## src/rtl/prog_loader.sv

```systemverilog
// -----------------------------------------------------------------------------
// prog_loader
//
// Program loader for the single-cycle RISC-V core. Accepts a byte stream over
// a valid/ready handshake, assembles little-endian 32-bit instruction words and
// writes each one through the instruction memory write port. The CPU is held
// in reset until a complete image with a matching checksum is resident.
//
// Stream format:
//   N[7:0], N[15:8]                 word count
//   4*N payload bytes               least-significant byte of each word first
//   checksum                        sum of all payload bytes mod 256
//
// Ports:
//   clk        in   system clock, all state changes on the rising edge
//   clear      in   synchronous active-high reset, overrides everything
//   start      in   pulse that begins a load (honoured in IDLE, DONE, ERR)
//   rx_data    in   byte from the host stream
//   rx_valid   in   rx_data is valid
//   rx_ready   out  loader accepts a byte this cycle (registered)
//   we         out  instruction memory write strobe, one cycle per word
//   waddr      out  word address of the write
//   wdata      out  instruction word
//   cpu_hold   out  holds the CPU in reset; low only in DONE
//   done       out  image loaded and checksum matched (sticky)
//   error      out  length overflow or checksum mismatch (sticky)
// -----------------------------------------------------------------------------
module prog_loader #(
    parameter int DEPTH  = 256,
    parameter int ADDR_W = 8
) (
    input  logic              clk,
    input  logic              clear,
    input  logic              start,
    input  logic [7:0]        rx_data,
    input  logic              rx_valid,
    output logic              rx_ready,
    output logic              we,
    output logic [ADDR_W-1:0] waddr,
    output logic [31:0]       wdata,
    output logic              cpu_hold,
    output logic              done,
    output logic              error
);

    typedef enum logic [2:0] {
        IDLE,
        LEN0,
        LEN1,
        DATA,
        CSUM,
        DONE,
        ERR
    } state_t;

    localparam logic [15:0] DEPTH_W = 16'(DEPTH);

    state_t            state_q,    state_d;
    logic [15:0]       n_q,        n_d;
    logic [1:0]        byte_cnt_q, byte_cnt_d;
    logic [15:0]       word_cnt_q, word_cnt_d;
    logic [7:0]        csum_q,     csum_d;
    logic [23:0]       asm_q,      asm_d;      // lanes 0..2; lane 3 comes straight from rx_data
    logic [31:0]       wdata_q,    wdata_d;
    logic [ADDR_W-1:0] waddr_q,    waddr_d;
    logic              we_q,       we_d;
    logic              rx_ready_q, rx_ready_d;
    logic              cpu_hold_q, cpu_hold_d;
    logic              done_q,     done_d;
    logic              error_q,    error_d;

    logic              xfer;
    logic [15:0]       len_in;

    // rx_ready_q always mirrors the receiving states, so this is the handshake
    assign xfer   = rx_valid && rx_ready_q;
    assign len_in = {rx_data, n_q[7:0]};

    always_comb begin
        state_d    = state_q;
        n_d        = n_q;
        byte_cnt_d = byte_cnt_q;
        word_cnt_d = word_cnt_q;
        csum_d     = csum_q;
        asm_d      = asm_q;
        wdata_d    = wdata_q;
        waddr_d    = waddr_q;
        we_d       = 1'b0;
        done_d     = done_q;
        error_d    = error_q;

        case (state_q)
            IDLE, DONE, ERR: begin
                if (start) begin
                    state_d    = LEN0;
                    byte_cnt_d = '0;
                    word_cnt_d = '0;
                    csum_d     = '0;
                    done_d     = 1'b0;
                    error_d    = 1'b0;
                end
            end

            LEN0: begin
                if (xfer) begin
                    n_d[7:0] = rx_data;
                    state_d  = LEN1;
                end
            end

            LEN1: begin
                if (xfer) begin
                    n_d[15:8] = rx_data;
                    if (len_in > DEPTH_W) begin
                        state_d = ERR;
                        error_d = 1'b1;
                    end else if (len_in == 16'd0) begin
                        state_d = CSUM;
                    end else begin
                        state_d = DATA;
                    end
                end
            end

            DATA: begin
                if (xfer) begin
                    csum_d     = csum_q + rx_data;
                    byte_cnt_d = byte_cnt_q + 2'd1;
                    case (byte_cnt_q)
                        2'd0: asm_d[7:0]   = rx_data;
                        2'd1: asm_d[15:8]  = rx_data;
                        2'd2: asm_d[23:16] = rx_data;
                        default: begin
                            // Word is complete: hand it to a separate output
                            // register so assembly of the next word can proceed
                            // during the write cycle.
                            wdata_d    = {rx_data, asm_q};
                            waddr_d    = word_cnt_q[ADDR_W-1:0];
                            we_d       = 1'b1;
                            word_cnt_d = word_cnt_q + 16'd1;
                            if (word_cnt_d == n_q) begin
                                state_d = CSUM;
                            end
                        end
                    endcase
                end
            end

            CSUM: begin
                if (xfer) begin
                    if (rx_data == csum_q) begin
                        state_d = DONE;
                        done_d  = 1'b1;
                    end else begin
                        state_d = ERR;
                        error_d = 1'b1;
                    end
                end
            end

            default: state_d = IDLE;
        endcase

        // Outputs are registered from the next state so they line up with it
        rx_ready_d = (state_d == LEN0) || (state_d == LEN1) ||
                     (state_d == DATA) || (state_d == CSUM);
        cpu_hold_d = (state_d != DONE);
    end

    always_ff @(posedge clk) begin
        if (clear) begin
            state_q    <= IDLE;
            n_q        <= '0;
            byte_cnt_q <= '0;
            word_cnt_q <= '0;
            csum_q     <= '0;
            asm_q      <= '0;
            wdata_q    <= '0;
            waddr_q    <= '0;
            we_q       <= 1'b0;
            rx_ready_q <= 1'b0;
            cpu_hold_q <= 1'b1;
            done_q     <= 1'b0;
            error_q    <= 1'b0;
        end else begin
            state_q    <= state_d;
            n_q        <= n_d;
            byte_cnt_q <= byte_cnt_d;
            word_cnt_q <= word_cnt_d;
            csum_q     <= csum_d;
            asm_q      <= asm_d;
            wdata_q    <= wdata_d;
            waddr_q    <= waddr_d;
            we_q       <= we_d;
            rx_ready_q <= rx_ready_d;
            cpu_hold_q <= cpu_hold_d;
            done_q     <= done_d;
            error_q    <= error_d;
        end
    end

    assign rx_ready = rx_ready_q;
    assign we       = we_q;
    assign waddr    = waddr_q;
    assign wdata    = wdata_q;
    assign cpu_hold = cpu_hold_q;
    assign done     = done_q;
    assign error    = error_q;

endmodule

```

## config.mk

```make
export PLATFORM = sky130hd
export DESIGN_NAME = prog_loader
export DESIGN_NICKNAME = d
export VERILOG_FILES = /design/src/rtl/prog_loader.sv
export SDC_FILE = /design/constraint.sdc
export NUM_CORES = 1
export LEC_CHECK = 0
export BUFFER_PORTS_ARGS = -buffer_cell sky130_fd_sc_hd__buf_2
export CORE_MARGIN = 4
export CORE_UTILIZATION = 53
export DETAILED_ROUTE_END_ITERATION = 16
export PLACE_DENSITY = 0.77
export SLEW_MARGIN = 15
export SYNTH_ARGS = -nofsm -noshare
export SYNTH_HDL_FRONTEND = slang
export SYNTH_SLANG_ARGS = --single-unit
```

## constraint.sdc

```tcl
create_clock -name clk -period 2 [get_ports clk]
set_input_delay 0.4 -clock clk [delete_from_list [all_inputs] [get_ports clk]]
set_output_delay 0.4 -clock clk [all_outputs]
set_load 0.01 [all_outputs]
```

==> run metrics, run 1 <==
final std cells w/o fill 920; Rel. slew slack 66.0%; starting density of the core between 50 and 60%; area delta synth->final 33.2%; Max Cap Violations 0; top cell type's share of synthesized area 42.5%; Tmin final ~2200 ps; synthesized area between 5000 and 6000 um^2; CP max stage delay 420 ps; clock latency on the worst-skew pair around 520 ps; Final WS setup -210 ps; gr usage total 26.4%; Netlist cell types 63; setup TNS -317 ps; critical path arrival around 2600 ps; Clock transition at path regs 60 ps; Core Area around 9800 um^2; Die Wd about 110 um; WL final roughly 16 mm; Die Y between 100 and 150 um; register area share after synthesis a little over two fifths; multiplexer share of the synthesized area 2.79%; Fillers 705; detail-routed via count per cell roughly 6; FMAX approximately 450 MHz; critical path, cell by cell ha_4 -> and3_2 -> nand4_4 -> xor2_1 -> o31a_1 -> o41ai_4 -> a21bo_1; RSZ-0062 raised after global routing true; CTS tree built; Top FF cell, synth dfxtp_1; Hold/Removal Path Class input port to flop; vias in the first global route between 5000 and 6000; GR Util met2 between 40% and 50%; Hold Buf Count CTS 0; CTS Sinks ~110; Seq cells post-synth around 110; initial antenna violation count 0; Post-DRT Antenna Nets 0; area of the multi-input gates between 3000 and 4000 um^2; status finished with violations; clk_skew around 11 ps; fin nets 799; DR WL/cell ~17 um; total placed cells including tap cells 883; yosys warns 0; Place WS -314 ps; register area around 2300 um^2; utilization after layout around 73%; DRT Pass-1 Iters 5; Design Area, Final ~7200 um^2; cts bufs inserted 17; worst vdd ir 0.000548 V; Synth Instances 662; Compound-Gate Fraction of Synth Area between 10% and 20%; simple-gate share of the synthesized area around a quarter; GRT met3 Usage under 10%; Synth area leaders dfxtp_1, nand2_1, a21oi_1, nand3_1, nor2_1; failing checks negative setup slack; Area after DPL about 6300 um^2; htree depth 4; largest family of logic cells by synthesized area simple AND/OR/NAND/NOR gates; Syn Nets around 690; Die Area about 12000 um^2; pwr dens slightly below 800 nW/um^2; Root Driver clkbuf_8; first-pass GRT wire length ~25 mm; pin count of the biggest net entering global routing 45; Final Hold Viols 0; final setup vio count 4; Critical Path Source Type flop; Pleak between 2 and 3 nW; n_diodes 0; capturing element type of the critical path flop; Synth top cells by count nand2_1, dfxtp_1, a21oi_1, nor2_1, nand3_1; grt peak-use layer met2; crit path max fanout 4; Iter 0 DRT Violations around 420; Vias between 5000 and 6000; critical path class flop to flop; Yosys top cell by area dfxtp_1; syn avg cell area between 8 and 9 um^2; aggregate global routing overflow 0; RD Place Congestion about 0.95; XOR/XNOR share of the synthesized area 4.89%; WP data required ~2400 ps; # DRC 0; most common cell in the synthesized netlist nand2_1; # IOs 57; DP HPWL a little over 10 mm; period utilization 110%; Final Max Tran Viols 0; ys async rst share 0%; IO Port Bufs 56; Rows 36; Post-synth EDFFs 0; Max Buffers Root-to-Sink 2; slowest stage cell, crit path o41ai_4; met1 usage between 30 and 40%; Synth Area in Adders under 10%; Worst Tran Pin Value a little over 500 ps; share of layout cells above drive strength 1 28.6%
-- state kept, by name, summed over array words and instances (netlist names), 2 cells and up --
signal,cells
csum_q,8
n_q,16
wdata,32
asm_q,24
state_q,3
byte_cnt_q,2
word_cnt_q,16
waddr,8
-- cells in the final DEF, fill, tap and decap left out, types with 4 or more instances in the layout --
master and count:
a21oi_1 85, a22oi_1 8, a31oi_1 5, and3_1 6, buf_2 55, buf_4 84, clkbuf_16 16, dfxtp_1 107
dfxtp_2 4, ha_1 4, ha_4 7, inv_1 9, inv_6 7, mux2i_1 15, nand2_1 119, nand3_1 39
nand3b_1 4, nand4_1 4, nor2_1 48, nor2b_1 6, nor3_1 6, nor4_4 4, o21ai_0 18, or3_1 6
xnor2_1 17, xor2_1 11
-- routing by layer --
layer / share of wire, % / vias to the layer above
li1: - / 2542
met1: 40 / 2536
met2: 49 / 238
met3: 6.9 / 69
met4: 4.3 / 0
met5: 0 / -
-- critical path: cells and delay by family (launching register included) --
| kind | cells | cell delay, ps |
|---|---|---|
| AO/OA/AOI/OAI | 3 | 990 |
| XOR/XNOR | 1 | 180 |
| AND/OR/NAND/NOR | 2 | 390 |
| flip-flops | 1 | 380 |
| adder cells (fa/ha/maj) | 1 | 160 |
-- final timing paths --
kind / startpoint / to / slack [ps] / cells past startpoint
hold / removal: start / done$_SDFFE_PP0P_ / 260 / 3
hold reg to reg: waddr[2]$_SDFFE_PP0P_ / waddr[2]$_SDFFE_PP0P_ / 450 / 2
setup reg to reg: word_cnt_q[1]$_SDFFE_PP0P_ / state_q[0]$_SDFF_PP0_ / -210 / 7
setup / recovery: word_cnt_q[1]$_SDFFE_PP0P_ / state_q[0]$_SDFF_PP0_ / -210 / 7
-- cell families after synthesis --
logic type | count (synthesis)
fa+ha+maj | 14
mux | 15
xor+xnor | 30
buf+inv | 58
simple gates | 276
compound gates | 155
flops | 114
-- per-stage QoR --
stage | total power (W) | hold slack, ps
floorplan | 0.00251 | 432
detailed placement | 0.00266 | 443
global placement | 0.00265 | 439
finish | 0.00565 | 258
global route | 0.00581 | 269
CTS | 0.00563 | 243
-- cell type report --
type / count / share of cell area, %
clock buffer: 17 / 5.78
clock inverter: 15 / 2.39
inverter: 9 / 0.472
multi-input combinational: 490 / 43.7
sequential: 114 / 32.1
tap: 133 / 2.32
timing repair buffer: 142 / 13.2
-- where the power goes --
group	switching, W	total (W)	leakage (nW)	internal [W]
combinational	0.000215	0.000348	1.64	0.000133
clock	0.00120	0.00301	0.287	0.00181
sequential	0.0000157	0.00230	0.923	0.00228
total	0.00143	0.00565	2.85	0.00423
-- timing repair --
action,CTS,global route
endpoints found under the setup margin,6,20
resized for setup,12,37
setup buffers,2,3
pin swaps,5,14
hold endpoints to repair,0,0
cloned,0,0
Power figures use the tool's default switching activity.
==> inputs of run 2 (changes only) <==
==> constraint.sdc (replaced) <==
create_clock -name clk -period 2 [get_ports clk]
set_input_delay 0.4 -clock clk [delete_from_list [all_inputs] [get_ports clk]]
set_output_delay 0.4 -clock clk [all_outputs]
set_load 0.1 [all_outputs]
==> run metrics, run 2 (synthesized netlist as in run 1, its figures left out) <==
Vias 5391 (+0.11%); Root Driver clkbuf_8; Clock transition at path regs 60 ps (about the same); commonest cells after routing, fill and taps aside nand2_1, dfxtp_1, buf_4, a21oi_1, buf_2; Die Wd 109 um (unchanged); area delta synth->final 34.1%; Final Max Tran Viols 0 (unchanged); max FFs per register 32 (unchanged); Iter 0 DRT Violations 400 (-3.8%); gr usage total 26.7% (+0.24 points); Max Buffers Root-to-Sink 2 (unchanged); Hold Buf Count CTS 0 (unchanged); utilization after layout 73.4% (+0.46 points); DP HPWL 10.4 mm (+2.2%); WP data required 2420 ps (about the same); WL final 15.2 mm (-3.7%); pwr dens 771 nW/um^2 (-2.3%); IO Port Bufs 56 (unchanged); period utilization 108% (-2.5 points); worst vdd ir 0.000486 V (-11%); Post-DRT Antenna Nets 0 (unchanged); # DRC 0 (unchanged); pin count of the biggest net entering global routing 45 (unchanged); Tmin final 2160 ps (-49.0 ps); FMAX 463 MHz (+2.3%); clock latency on the worst-skew pair 520 ps (about the same); commonest non-fill, non-tap cell in the layout nand2_1; critical path class flop to flop; RD Place Congestion 0.959 (+0.92%); DR WL/cell 16.4 um (-4.8%); Die Y 109 um (unchanged); RSZ-0062 raised after global routing true; Rows 36 (unchanged); crit path max fanout 6 (+2); first-pass GRT wire length 24.9 mm (+1.1%); n_diodes 0 (unchanged); Die Area 11800 um^2 (unchanged); critical path arrival 2580 ps (-40 ps); CTS tree built; CTS Sinks 114 (unchanged); clk_skew 15.3 ps (+4.70 ps); status finished with violations; failing checks negative setup slack; Final Hold Viols 0 (unchanged); area of the multi-input gates 3090 um^2 (-1.1%); initial antenna violation count 0 (unchanged); Worst Tran Pin Value 499 ps (-10.0 ps); detail-routed via count per cell 5.80 (-0.97%); total power 0.00556 W (-1.7%); Final WS setup -160 ps (+49.0 ps); htree depth 4 (unchanged); # IOs 57 (unchanged); aggregate global routing overflow 0 (unchanged); final setup vio count 4 (unchanged); starting density of the core 54.7% (unchanged); capturing element type of the critical path flop; share of layout cells above drive strength 1 29.7% (+1.1 points); Core Area 9820 um^2 (unchanged); Rel. slew slack 67.0% (+0.95 points); Pleak 2.88 nW (+1.0%); fin nets 809 (+1.3%); Critical Path Source Type flop; cts bufs inserted 17 (unchanged); Area after DPL 6340 um^2 (+1.1%); vias in the first global route 5260 (+2.5%); Max Cap Violations 0 (unchanged); DRT Pass-1 Iters 5 (unchanged); Fillers 720 (+2.1%); Hold/Removal Path Class input port to flop; Design Area, Final 7210 um^2 (+0.63%); register area 2310 um^2 (+0.33%)
## run 2: cell count changes in the layout (fill, tap and decap cells not counted), moves of 2 or more
cell,before,now
xor2_2,2,0
dfxtp_2,4,7
nor4_4,4,2
clkinv_2,1,3
inv_6,7,1
xor2_1,11,13
buf_4,84,93
dfxtp_1,107,103
clkbuf_1,0,2
## run 2: report_power, final
part | switching, W | internal, W | total [W]
registers | 0.0000136 | 0.00228 | 0.00230
clock network | 0.00106 | 0.00181 | 0.00287
logic | 0.000250 | 0.000140 | 0.000390
## run 2: path summary, 6_finish.rpt
check,cells after the start,slack (ps),start,end
setup reg to reg,7,-160,word_cnt_q[1]$_SDFFE_PP0P_,state_q[0]$_SDFF_PP0_
setup / recovery,7,-160,word_cnt_q[1]$_SDFFE_PP0P_,state_q[0]$_SDFF_PP0_
hold reg to reg,2,450,waddr[3]$_SDFFE_PP0P_,waddr[3]$_SDFFE_PP0P_
hold / removal,3,240,start,done$_SDFFE_PP0P_
## run 2: layout make-up
class | count | share of cell area, %
multi-input combinational | 490 | 42.9
sequential | 114 | 32.0
timing repair buffer | 152 | 14.4
clock buffer | 20 | 6.04
tap | 133 | 2.31
clock inverter | 12 | 1.86
inverter | 9 | 0.469
## run 2: stage by stage
stage	hold WS, ps	worst slack (ps)	setup TNS [ps]	instances
3_3_place_gp	438	-228	-1290	889
2_1_floorplan	432	0.445	0	662
4_1_cts	233	-110	-110	926
5_1_grt	272	-235	-687	930
3_5_place_dp	445	-266	-1550	889
6_report	242	-160	-324	930
## run 2: what timing repair did
item                                    CTS  global route
pin swaps                                 8             9
endpoints found under the setup margin    6            21
resized for setup                        18            30
setup buffers                             5             4
## run 2: worst max-delay path, cell delays in order, from the launching register on
cell	delay [ps]
dfxtp_4	380
ha_4	160
and3_2	260
nand4_4	120
xor2_1	170
o31a_1	310
o41ai_4	420
a21bo_1	240
## run 2: per-layer routing
layer	wire length, um	global-route usage (%)	share of wire, %
met1	6420	34.3	42
met2	7420	42.6	49
met3	866	5.09	5.7
met4	520	14.0	3.4
met5	0	0	0
==> inputs of run 3 (changes only) <==
--- a/config.mk
+++ b/config.mk
@@ -6,7 +6,7 @@
 export NUM_CORES = 1
 export LEC_CHECK = 0
 export BUFFER_PORTS_ARGS = -buffer_cell sky130_fd_sc_hd__buf_2
-export CORE_MARGIN = 4
+export CORE_MARGIN = 8
 export CORE_UTILIZATION = 53
 export DETAILED_ROUTE_END_ITERATION = 16
 export PLACE_DENSITY = 0.77
==> constraint.sdc (replaced) <==
create_clock -name clk -period 2 [get_ports clk]
set_input_delay 0.4 -clock clk [delete_from_list [all_inputs] [get_ports clk]]
set_output_delay 0.4 -clock clk [all_outputs]
set_load 0.005 [all_outputs]
==> run metrics, run 3 (synthesized netlist as in run 1, its figures left out) <==
status finished with violations; failing checks negative setup slack; Final WS setup -251 ps (-90.9 ps); pwr dens 774 nW/um^2 (+0.32%); Die Y 117 um (+7.4%); Post-DRT Antenna Nets 0 (unchanged); utilization after layout 73.1% (-0.28 points); DP HPWL 10.6 mm (+2.4%); gr usage total 23.2% (-3.5 points); # IOs 57 (unchanged); Die Wd 117 um (+7.4%); share of layout cells above drive strength 1 29.4% (-0.35 points); area delta synth->final 33.6%; critical path class flop to flop; Crit Reg-Reg Startpoint word_cnt_q[2]$_SDFFE_PP0P_; aggregate global routing overflow 0 (unchanged); DRT Pass-1 Iters 5 (unchanged); launch point of the worst hold path clear; Vias 5431 (+0.74%); CTS tree built; RSZ-0062 raised after global routing true; Rows 36 (unchanged); Final Hold Viols 0 (unchanged); Critical Path Source Type flop; clk_skew 12.0 ps (-3.26 ps); Bufs and invs on worst path 2 (+2); Final Max Tran Viols 0 (unchanged); hold depth 2 (-1); crit path max fanout 6 (unchanged); most frequent CP cell buf_4; area of the multi-input gates 3110 um^2 (+0.36%); Fillers 718 (-0.28%); total placed cells including tap cells 892 (+0.34%); Max Buffers Root-to-Sink 2 (unchanged); Reg2Reg Capture Point state_q[0]$_SDFF_PP0_; DR WL/cell 17.5 um (+6.6%); n_diodes 0 (unchanged); register area 2300 um^2 (-0.33%); clock latency on the worst-skew pair 520 ps (about the same); vias in the first global route 5222 (-0.72%); Hold EP csum_q[4]$_SDFFE_PP0P_; Core Area 9820 um^2 (unchanged); slowest stage cell, crit path dfxtp_2; IO Port Bufs 56 (unchanged); detail-routed via count per cell 5.87 (+1.2%); Hold/Removal Path Class input port to flop; critical path arrival 2660 ps (+80 ps); RD Place Congestion 0.940 (-2.0%); pin count of the biggest net entering global routing 50 (+11%); commonest non-fill, non-tap cell in the layout nand2_1; CTS Sinks 114 (unchanged); starting density of the core 54.7% (unchanged); final std cells w/o fill 926 (-0.43%); Clock transition at path regs 60 ps (about the same); max FFs per register 32 (unchanged); flop-to-flop setup slack -250 ps (-90 ps); FMAX 444 MHz (-4.0%); Pleak 2.88 nW (about the same); htree depth 4 (unchanged); first-pass GRT wire length 25.0 mm (+0.36%); capturing element type of the critical path flop; Die Area 13600 um^2 (+15%); critical path, cell by cell nand4_1 -> buf_4 -> buf_4 -> or3_1 -> nand3_1 -> o2111ai_2 -> o41ai_4 -> a21bo_1; Rel. slew slack 69.4% (+2.5 points); final setup vio count 3 (-1); Iter 0 DRT Violations 511 (+28%); Register-to-Register Path Depth 8 (+1); delay-heaviest family, CP compound AO/OA/AOI/OAI gates; Hold Slack 254 ps (+12.1 ps); Place WS -292 ps (-26.9 ps); Root Driver clkbuf_8; WP data required 2410 ps (about the same); Tmin final 2250 ps (+90.9 ps); Worst Tran Pin Value 457 ps (-42.4 ps); CP max stage delay 420 ps (about the same); cts bufs inserted 17 (unchanged); # DRC 0 (unchanged); fin nets 806 (-0.37%); WL final 16.2 mm (+6.2%); commonest cells after routing, fill and taps aside nand2_1, dfxtp_1, buf_4, a21oi_1, buf_2; Max Cap Violations 0 (unchanged); worst vdd ir 0.000520 V (+7.2%); initial antenna violation count 0 (unchanged); period utilization 113% (+4.5 points)
## run 3: changes by cell type in the layout (fill, tap and decap cells not counted), moves of 3 or more
cell / before / now
dfxtp_2: 7 / 4
ha_1: 4 / 8
dfxtp_1: 103 / 107
clkinv_4: 4 / 1
ha_4: 7 / 4
## run 3: routing by layer
| metal | GRT usage (%) | vias to the layer above | share of wire, % |
|---|---|---|---|
| met2 | 39.6 | 239 | 50 |
| met4 | 11.1 | 0 | 3.0 |
| li1 | - | 2555 | - |
| met5 | 0 | - | 0 |
| met1 | 27.3 | 2588 | 41 |
| met3 | 4.81 | 49 | 6.8 |
## run 3: worst max-delay path by stage
stage	slack, ps	endpoint	cells past startpoint	startpoint
2_1_floorplan	-10	rx_ready$_SDFF_PP0_	7	rx_data[0]
3_3_place_gp	-250	rx_ready$_SDFF_PP0_	8	rx_data[0]
3_5_place_dp	-290	state_q[0]$_SDFF_PP0_	7	word_cnt_q[0]$_SDFFE_PP0P_
4_1_cts	-220	state_q[0]$_SDFF_PP0_	7	word_cnt_q[0]$_SDFFE_PP0P_
5_1_grt	-290	state_q[0]$_SDFF_PP0_	8	word_cnt_q[0]$_SDFFE_PP0P_
6_report	-250	state_q[0]$_SDFF_PP0_	8	word_cnt_q[2]$_SDFFE_PP0P_
## run 3: final cells by class
class | count | share of cell area [%]
Clock buffer | 18 | 5.96
Multi-Input combinational cell | 490 | 43.3
Inverter | 9 | 0.471
Tap cell | 133 | 2.32
Timing Repair Buffer | 149 | 14.1
Sequential cell | 114 | 32.0
Clock inverter | 13 | 1.90
## run 3: report_power, final
group	switching (W)	leakage (nW)	internal [W]
Combinational	0.000217	1.69	0.000138
Clock	0.00111	0.269	0.00179
Sequential	0.0000127	0.923	0.00228
Total	0.00134	2.88	0.00422
## run 3: worst reg2reg max path, stage by stage, from the launching register on
cell and delay [ps]:
dfxtp_2 420, nand4_1 150, buf_4 190, buf_4 140, or3_1 340, nand3_1 120
o2111ai_2 210, o41ai_4 330, a21bo_1 250
## run 3: what timing repair did
action                                 in CTS  in global routing
setup endpoints to repair                   5                  9
endpoints found under the hold margin       0                  0
hold buffers                                0                  0
pin swaps                                  10                 12
resized for setup                          15                 34
buffers inserted                            3                  1
## run 3: per-stage QoR
| stage | setup TNS, ps | instance area [um^2] | total power [W] |
|---|---|---|---|
| after floorplan | -14.3 | 5430 | 0.00251 |
| after global placement | -1430 | 6360 | 0.00266 |
| after detailed placement | -1560 | 6360 | 0.00267 |
| after CTS | -425 | 7010 | 0.00554 |
| after global routing | -773 | 7180 | 0.00570 |
| final | -486 | 7180 | 0.00555 |
